### config.mk
export PLATFORM = sky130hd
export DESIGN_NAME = adc_controller
export DESIGN_NICKNAME = d
export VERILOG_FILES = /design/src/rtl/adc_controller.sv
export SDC_FILE = /design/constraint.sdc
export NUM_CORES = 1
export LEC_CHECK = 0
export CAP_MARGIN = 20
export CORE_ASPECT_RATIO = 0.8
export CORE_MARGIN = 2
export CORE_UTILIZATION = 40
export DETAILED_ROUTE_END_ITERATION = 7
export GPL_ROUTABILITY_DRIVEN = 0
export MAX_ROUTING_LAYER = met4
export SLEW_MARGIN = 20
export SYNTH_ARGS = -nofsm -noshare
export SYNTH_HDL_FRONTEND = slang
export SYNTH_SLANG_ARGS = --single-unit
export TNS_END_PERCENT = 10
### constraint.sdc
create_clock -name clk_in -period 2.7 [get_ports clk_in]
set_clock_uncertainty 0.2 [all_clocks]
set_input_delay 0.405 -clock clk_in [delete_from_list [all_inputs] [get_ports clk_in]]
set_output_delay 0.405 -clock clk_in [all_outputs]
set_load 0.01 [all_outputs]
### src/rtl/adc_controller.sv
// AD7608 readout controller: CONVST/BUSY handshake, then dual-line serial capture of 8 channels.
// Define ADC_TIMEOUT_EN to bound the BUSY waits by T_TIMEOUT cycles (timeout_out otherwise stays 0).
module adc_controller #(
   parameter int W_DATA    = 18,
   parameter int W_CHS     = 3,
   parameter int N_CHAN    = 8,
   parameter int T_CONVST  = 4,
   parameter int T_RST     = 8,
   parameter int T_TIMEOUT = 1000
) (
   input  logic              clk_in,
   input  logic              reset_in,
   input  logic              cstart_in,
   input  logic [2:0]        os_in,
   input  logic              busy_in,
   input  logic              douta_in,
   input  logic              doutb_in,
   output logic              cvst_out,
   output logic              ncs_out,
   output logic              sclk_out,
   output logic              adc_reset_out,
   output logic [2:0]        os_out,
   output logic              data_valid_out,
   output logic [W_DATA-1:0] data_a_out,
   output logic [W_CHS-1:0]  chan_a_out,
   output logic [W_DATA-1:0] data_b_out,
   output logic [W_CHS-1:0]  chan_b_out,
   output logic              cycle_done_out,
   output logic              timeout_out
);

   localparam int N_PER_LINE = N_CHAN / 2;
   localparam int C_CNT_MAX  = (T_TIMEOUT > T_RST) ?
                               ((T_TIMEOUT > T_CONVST) ? T_TIMEOUT : T_CONVST) :
                               ((T_RST > T_CONVST) ? T_RST : T_CONVST);
   localparam int W_CNT      = $clog2(C_CNT_MAX + 1);
   localparam int W_BIT      = $clog2(W_DATA);
   localparam int W_CH       = (N_PER_LINE > 1) ? $clog2(N_PER_LINE) : 1;

   typedef enum logic [2:0] {
      ST_RESET,
      ST_IDLE,
      ST_CONVST,
      ST_WAIT_BUSY_HI,
      ST_WAIT_BUSY_LO,
      ST_CS_SETUP,
      ST_RX,
      ST_DONE
   } state_t;

   state_t            r_state;
   state_t            w_next;
   logic [W_CNT-1:0]  r_cnt;
   logic              r_phase;
   logic [W_BIT-1:0]  r_bit;
   logic [W_CH-1:0]   r_chan;
   logic [W_DATA-1:0] r_sh_a;
   logic [W_DATA-1:0] r_sh_b;
   logic [W_DATA-1:0] r_data_a;
   logic [W_DATA-1:0] r_data_b;
   logic [W_CHS-1:0]  r_chan_a;
   logic [W_CHS-1:0]  r_chan_b;
   logic [2:0]        r_os;
   logic              r_valid;
   logic              r_done;
   logic              r_timeout;

   logic              w_chan_end;
   logic              w_frame_end;
   logic              w_wait_expired;
   logic              w_wait_abort;
   logic              w_cnt_keep;
   logic [W_DATA-1:0] w_sh_a;
   logic [W_DATA-1:0] w_sh_b;

   assign w_sh_a      = {r_sh_a[W_DATA-2:0], douta_in};
   assign w_sh_b      = {r_sh_b[W_DATA-2:0], doutb_in};
   assign w_chan_end  = (r_state == ST_RX) && r_phase && (r_bit == W_BIT'(W_DATA - 1));
   assign w_frame_end = w_chan_end && (r_chan == W_CH'(N_PER_LINE - 1));

`ifdef ADC_TIMEOUT_EN
   assign w_wait_expired = (r_cnt == W_CNT'(T_TIMEOUT - 1));
`else
   assign w_wait_expired = 1'b0;
`endif

   // The BUSY-high and BUSY-low waits share one budget, so the counter survives that transition.
   assign w_cnt_keep = (w_next == r_state) ||
                       ((r_state == ST_WAIT_BUSY_HI) && (w_next == ST_WAIT_BUSY_LO));

   always_ff @(posedge clk_in) begin
      if (reset_in) r_state <= ST_RESET;
      else          r_state <= w_next;
   end

   always_comb begin
      w_next       = r_state;
      w_wait_abort = 1'b0;
      case (r_state)
         ST_RESET:        if (r_cnt == W_CNT'(T_RST - 1)) w_next = ST_IDLE;
         ST_IDLE:         if (cstart_in) w_next = ST_CONVST;
         ST_CONVST:       if (r_cnt == W_CNT'(T_CONVST - 1)) w_next = ST_WAIT_BUSY_HI;
         ST_WAIT_BUSY_HI: begin
            if (w_wait_expired) begin
               w_next       = ST_IDLE;
               w_wait_abort = 1'b1;
            end else if (busy_in) begin
               w_next = ST_WAIT_BUSY_LO;
            end
         end
         ST_WAIT_BUSY_LO: begin
            if (w_wait_expired) begin
               w_next       = ST_IDLE;
               w_wait_abort = 1'b1;
            end else if (!busy_in) begin
               w_next = ST_CS_SETUP;
            end
         end
         ST_CS_SETUP:     w_next = ST_RX;
         ST_RX:           if (w_frame_end) w_next = ST_DONE;
         ST_DONE:         w_next = ST_IDLE;
         default:         w_next = ST_RESET;
      endcase
   end

   always_comb begin
      cvst_out      = 1'b1;
      ncs_out       = 1'b1;
      sclk_out      = 1'b1;
      adc_reset_out = 1'b0;
      case (r_state)
         ST_RESET:    adc_reset_out = 1'b1;
         ST_CONVST:   cvst_out      = 1'b0;
         ST_CS_SETUP: ncs_out       = 1'b0;
         ST_RX: begin
            ncs_out  = 1'b0;
            sclk_out = r_phase;
         end
         default: ;
      endcase
   end

   always_ff @(posedge clk_in) begin
      if (reset_in) begin
         r_cnt     <= '0;
         r_phase   <= 1'b0;
         r_bit     <= '0;
         r_chan    <= '0;
         r_sh_a    <= '0;
         r_sh_b    <= '0;
         r_data_a  <= '0;
         r_data_b  <= '0;
         r_chan_a  <= '0;
         r_chan_b  <= '0;
         r_os      <= '0;
         r_valid   <= 1'b0;
         r_done    <= 1'b0;
         r_timeout <= 1'b0;
      end else begin
         r_cnt     <= w_cnt_keep ? r_cnt + 1'b1 : '0;
         r_valid   <= 1'b0;
         r_done    <= (r_state == ST_DONE);
         r_timeout <= w_wait_abort;
         if ((r_state == ST_IDLE) && cstart_in) r_os <= os_in;
         if (r_state == ST_RX) begin
            r_phase <= ~r_phase;
            // Sample at the edge ending phase 1, after the ADC has driven the bit on the falling SCLK.
            if (r_phase) begin
               r_sh_a <= w_sh_a;
               r_sh_b <= w_sh_b;
               r_bit  <= r_bit + 1'b1;
               if (w_chan_end) begin
                  r_bit    <= '0;
                  r_chan   <= r_chan + 1'b1;
                  r_data_a <= w_sh_a;
                  r_data_b <= w_sh_b;
                  r_chan_a <= W_CHS'(r_chan);
                  r_chan_b <= W_CHS'(r_chan) + W_CHS'(N_PER_LINE);
                  r_valid  <= 1'b1;
               end
            end
         end else begin
            r_phase <= 1'b0;
            r_bit   <= '0;
            r_chan  <= '0;
         end
      end
   end

   assign os_out         = r_os;
   assign data_valid_out = r_valid;
   assign data_a_out     = r_data_a;
   assign data_b_out     = r_data_b;
   assign chan_a_out     = r_chan_a;
   assign chan_b_out     = r_chan_b;
   assign cycle_done_out = r_done;
   assign timeout_out    = r_timeout;

endmodule

# Word-level counts from Yosys, hierarchy flattened
# Cells that the tools add are included.
# totals
out_inout_bits,52
wordCells,61
register_bits,101
# classes
n_mux,13
addsub,4
n_eq_ne,13
bitwise,3
n_reduce_logical,14
# op_table
op,count
$pmux W3 S8,1
$mux W3,6
$eq A3 B3 Y1 const B,5
$add A10 B1 Y10 const B,1
$eq A10 B2 Y1 const B,1
$eq A10 B3 Y1 const B,1
$eq A3 B2 Y1 const B,2
$reduce_or A2 Y1,3
$add A5 B1 Y5 const B,1
$eq A5 B5 Y1 const B,1
$logic_and A1 B1 Y1,5
$mux W1,5
$mux W5,1
$reduce_and A2 Y1,2
$add A2 B3 Y3 const B,1
$eq A3 B1 Y1 const B,1
$eq A3 B3 Y1,1
$logic_not A3 Y1,1
$not A1 Y1,3
$reduce_and A3 Y1,1
$reduce_or A3 Y1,1
$add A2 B1 Y2 const B,1
$eq A2 B2 Y1 const B,1
$logic_or A1 B1 Y1,1

# Depth between registers and ports, before layout
# logic_depth
depth_word,11
mapped_depth,8

# Worst setup path after synthesis
# OpenSTA, ideal clock, no wires.
# synth_path
path_kind,flip-flop to flip-flop
from,reg r_cnt[0]
to,reg r_cnt[0]
required_ps,2371
synth_period_minus_slack_ps,1665
n_path_buf,0
t_arrival_ps,1336
slack_ps,1035
path_stages_with_launch,6
path_cell_list,dfxtp_1 -> ha_1 -> nor2b_1 -> a41oi_2 -> a32oi_4 -> a21oi_1
# synth_via
elab_chain_len,8
# synth_lines
item,line_no,rtl
from (decl),53,logic [W_CNT-1:0] r_cnt;
from (signal assigned),160,r_cnt <= w_cnt_keep ? r_cnt + 1'b1 : '0;
$eq A10 B2 Y1 / $eq A10 B3 Y1 (equally long branches),"102, 100",
"$mux W3, on equally long branches","102, 100",
$pmux W3 S8,99,case (r_state)
$eq A3 B3 Y1,89,((r_state == ST_WAIT_BUSY_HI) && (w_next == ST_WAIT_BUSY_LO));
$logic_and A1 B1 Y1,89,
$logic_or A1 B1 Y1,88,assign w_cnt_keep = (w_next == r_state) ||
$not A1 Y1 (no source line),n/a,
$reduce_or A2 Y1 (no source line),n/a,
# Several ways; a longest one is shown, not always the timed one.
# A chain may end at the register's enable or synchronous reset.

# Final worst setup path
# layout_path
from,reg r_state[1]
to,out cvst_out
# layout_via
elab_chain_len,2
# layout_lines
item,line_no,rtl
from (decl),51,state_t r_state;
from (signal assigned),93,else r_state <= w_next;
$eq A3 B2 Y1,131,case (r_state)
$mux W1,131,
to (decl),18,"output logic cvst_out,"
# Every way passes these cells.

==> results by group <==
Synthesis
  • EDFF count, synth: 0
  • Mapped Cells: 462
  • Synthesized area divided by synthesized cell count: 8.24 um^2
  • Cell types with the highest counts after synthesis: 153 x sky130_fd_sc_hd__nand2_1, 99 x sky130_fd_sc_hd__dfxtp_1, 84 x sky130_fd_sc_hd__a21oi_1, 22 x sky130_fd_sc_hd__nor2_1, 15 x sky130_fd_sc_hd__clkbuf_1
  • Fraction of synthesized area in multiplexers: 0.0158
  • Post-synthesis cell type with the largest combined area: sky130_fd_sc_hd__dfxtp_1
  • Top_reg_cell synth: sky130_fd_sc_hd__dfxtp_1
  • Cell with the most instances after synthesis: sky130_fd_sc_hd__nand2_1
  • Share of synthesized cell area in full adder, half adder and majority cells: 0.0131
  • Fraction of synthesized cell area taken by the top area cell type: 0.520
  • Count of unique library cells instantiated by Yosys: 37
  • Async S/R FF share, synth: 0
  • Compound-cell area share of the yosys netlist: 0.134
  • Sequential share of the synthesized area: 0.520
  • Synthesized cell area: 3810 um^2
  • Number of warnings printed during yosys synthesis: 0
  • Simple-gate share of the synthesized area: 0.233
  • #FFs+latches synth: 99
  • Main combinational cell family by area after synthesis: simple AND/OR/NAND/NOR gates
  • XOR/XNOR share of the synthesized area: 0.0322
  • Cells taking the most area after synthesis: sky130_fd_sc_hd__dfxtp_1 52%, sky130_fd_sc_hd__nand2_1 15%, sky130_fd_sc_hd__a21oi_1 11%

Global routing
  • Combined global-route utilization of all metal layers: 0.167
  • Most utilized layer in the global route result: met2
  • Maximum number of pins on one net before global-route repair: 47
  • Grt ovf: 0
  • Met2 global-route usage: 0.259
  • Global-route track usage on met3: 0.0474
  • Initial antenna violation count: 0
  • Met1 Track Usage GR: 0.207
  • Vias in the first global route: 2,951
  • First-pass GRT wire length: 13,600 um

Route
  • Drt first-iter violations: 162
  • Detailed-router iteration count before antenna repair: 6
  • Vias per cell: 4.92
  • Post-route DRC violation count: 1
  • Total detailed-routing wirelength: 7890 um
  • Antenna-violating nets left: 0
  • Average wire per standard cell: 12.6 um
  • Overall via count from detail_route: 3,075

Hold path
  • Hold WC Path Type: reg2reg
  • Cells on Worst Hold Path: 2
  • WHS Endpoint: data_a_out[10]
  • Hold_sp: data_a_out[10]

Clock tree
  • Buffers inserted during post-CTS setup optimization: 0
  • TritonCTS clock tree: built
  • Root Buffer Master: sky130_fd_sc_hd__clkbuf_16
  • CTS Hold Buffers Added: 0
  • Skew-Pair Late Insertion Delay: 0.34 ns
  • Buffers from clock root to sink, at most: 2
  • Clock transition at the register clock pins on the worst setup and hold paths after CTS: 0.06 ns
  • Post-cts resize count: 0
  • Depth of the CTS H-tree: 3
  • Sinks on the clock net: 99
  • Clock buffer count from CTS: 9

Timing
  • Actual transition at the worst max-transition pin: 0.552 ns
  • Hold Fails Final Rpt: 0
  • Final worst slack: 0.184 ns
  • Achievable clock frequency: 398 MHz
  • Total setup violations reported at the end of the flow: 0
  • Setup TNS: 0 ns
  • Min Clock Period, post-route: 2.52 ns
  • Final period utilization: 0.932
  • Worst slew margin: 0.629
  • Setup repair after global routing missed its margin: false
  • Pins over their slew limit: 0

Critical path
  • R2R Path Start: r_state[0]
  • Launching element type of the critical path: flop
  • Worst reg2reg path depth: 5
  • Origin of the worst setup path: r_state[1]
  • Data arrival at the endpoint of the critical path: 1.91 ns
  • Register-to-register path setup slack: 0.62 ns
  • RR Endpoint: r_cnt[8]
  • Type of the setup path with the least slack: reg2out
  • Crit path max fanout: 13
  • CP required: 2.10 ns
  • Worst Setup End Kind: output pin

Placement
  • Worst Setup Slack post-DPL: 0.550 ns
  • HPWL reported at the end of detailed placement: 5180 um
  • Post-place instance area: 4420 um^2
  • Count of port buffers added during placement: 58

Layout
  • Fin util: 0.517
  • Layout cell share with drive strength beyond 1: 0.0667
  • Net count of the finished layout: 518
  • Count of inserted antenna diode cells: 0
  • Synth-to-layout area growth: 24.2%
  • Design Area, Final: 4730 um^2

Floorplanning
  • Core footprint: 9150 um^2
  • Area enclosed by the die boundary: 10,300 um^2
  • Number of top-level design ports: 61
  • Core Rows: 31
  • Effective utilization at floorplan: 0.416
  • Vert. Die Dim: 91.3 um
  • Overall die width: 113 um

Power and ir drop
  • Cell area power density: 628 nW/um^2
  • Fraction of power consumed by the clock network: 0.442
  • Comb power frac: 0.046
  • Part of the total power dissipated in sequential elements: 0.512
  • Power Internal: 0.00232 W
  • P_leak: 1.54 nW
  • Power, Total: 0.00297 W
  • Power spent charging and discharging nets: 0.000656 W
  • Switching share of power: 0.221
  • Largest voltage drop on the vdd net: 0.377 mV

Run status
  • Violations in the final reports: design-rule violations
  • Status: finished with violations

Flow run
  • MaxCap Viol Count: 0
cells by family after synthesis:
family,after synthesis
mux,6
buf+inv,38
other cells,1
fa+ha+maj,4
simple gates,208
flops,99
compound gates,92
xor+xnor,14
power by group through the flow:
stage | logic [W] | clock network [W] | registers [W]
2_1_floorplan | 0.000125 | 0 | 0.00153
3_3_place_gp | 0.000136 | 0 | 0.00155
3_5_place_dp | 0.000139 | 0 | 0.00155
4_1_cts | 0.000139 | 0.00135 | 0.00152
5_1_grt | 0.000155 | 0.00140 | 0.00153
6_report | 0.000138 | 0.00131 | 0.00152
through the flow:
step,hold WS (ns),std cells
floorplan,0.232,463
global placement,0.244,609
finish,0.254,625
CTS,0.255,625
global route,0.278,625
detailed placement,0.246,609
cells in the final DEF (no fill, tap or decap), types with 2 or more instances in the layout:
| cell | instances |
|---|---|
| sky130_fd_sc_hd__nand2_1 | 153 |
| sky130_fd_sc_hd__dfxtp_1 | 99 |
| sky130_fd_sc_hd__a21oi_1 | 84 |
| sky130_fd_sc_hd__clkdlybuf4s50_1 | 57 |
| sky130_fd_sc_hd__nor2_1 | 22 |
| sky130_fd_sc_hd__clkbuf_16 | 9 |
| sky130_fd_sc_hd__xor2_1 | 8 |
| sky130_fd_sc_hd__buf_4 | 7 |
| sky130_fd_sc_hd__mux2i_1 | 6 |
| sky130_fd_sc_hd__xnor2_1 | 6 |
| sky130_fd_sc_hd__nor3_1 | 5 |
| sky130_fd_sc_hd__nand4_1 | 5 |
| sky130_fd_sc_hd__nand3_1 | 5 |
| sky130_fd_sc_hd__ha_1 | 4 |
| sky130_fd_sc_hd__inv_1 | 3 |
| sky130_fd_sc_hd__and2_1 | 3 |
| sky130_fd_sc_hd__or2_2 | 2 |
| sky130_fd_sc_hd__nor4_2 | 2 |
| sky130_fd_sc_hd__nand2b_1 | 2 |
| sky130_fd_sc_hd__o21ai_0 | 2 |
| sky130_fd_sc_hd__conb_1 | 2 |
| sky130_fd_sc_hd__clkbuf_8 | 2 |
| sky130_fd_sc_hd__clkinv_2 | 2 |
| sky130_fd_sc_hd__inv_6 | 2 |
state kept, by name, summed over array words and instances (netlist names), 2 cells and up:
register    cells
data_a_out     18
data_b_out     18
r_sh_a         17
r_sh_b         17
r_cnt          10
r_bit           5
chan_b_out      3
os_out          3
r_state         3
r_chan          2
layer usage:
metal,vias to the layer above,share of wire
met5,-,0
met4,0,0.017
met3,10,0.045
met2,51,0.46
met1,1425,0.48
li1,1589,-
how the worst max path moves through the flow:
stage / endpoint / slack [ns]
after floorplan: r_cnt[0] / 1.04
after global placement: adc_reset_out / 0.58
after detailed placement: adc_reset_out / 0.55
after CTS: cvst_out / 0.18
after global routing: cvst_out / 0.07
final: cvst_out / 0.18
critical path, stage by stage, from the launching register on:
cell	delay [ns]
sky130_fd_sc_hd__dfxtp_1	0.58
sky130_fd_sc_hd__inv_1	0.14
sky130_fd_sc_hd__or3_1	0.36
sky130_fd_sc_hd__clkdlybuf4s50_1	0.48
cell type report:
| type | count | area (um^2) |
|---|---|---|
| tap | 115 | 144 |
| sequential | 99 | 1980 |
| clock buffer | 11 | 253 |
| fill | 916 | 4420 |
| inverter | 3 | 11.3 |
| timing repair buffer | 66 | 648 |
| clock inverter | 5 | 57.6 |
| multi-input combinational | 326 | 1640 |
Power figures use the tool's default switching activity.
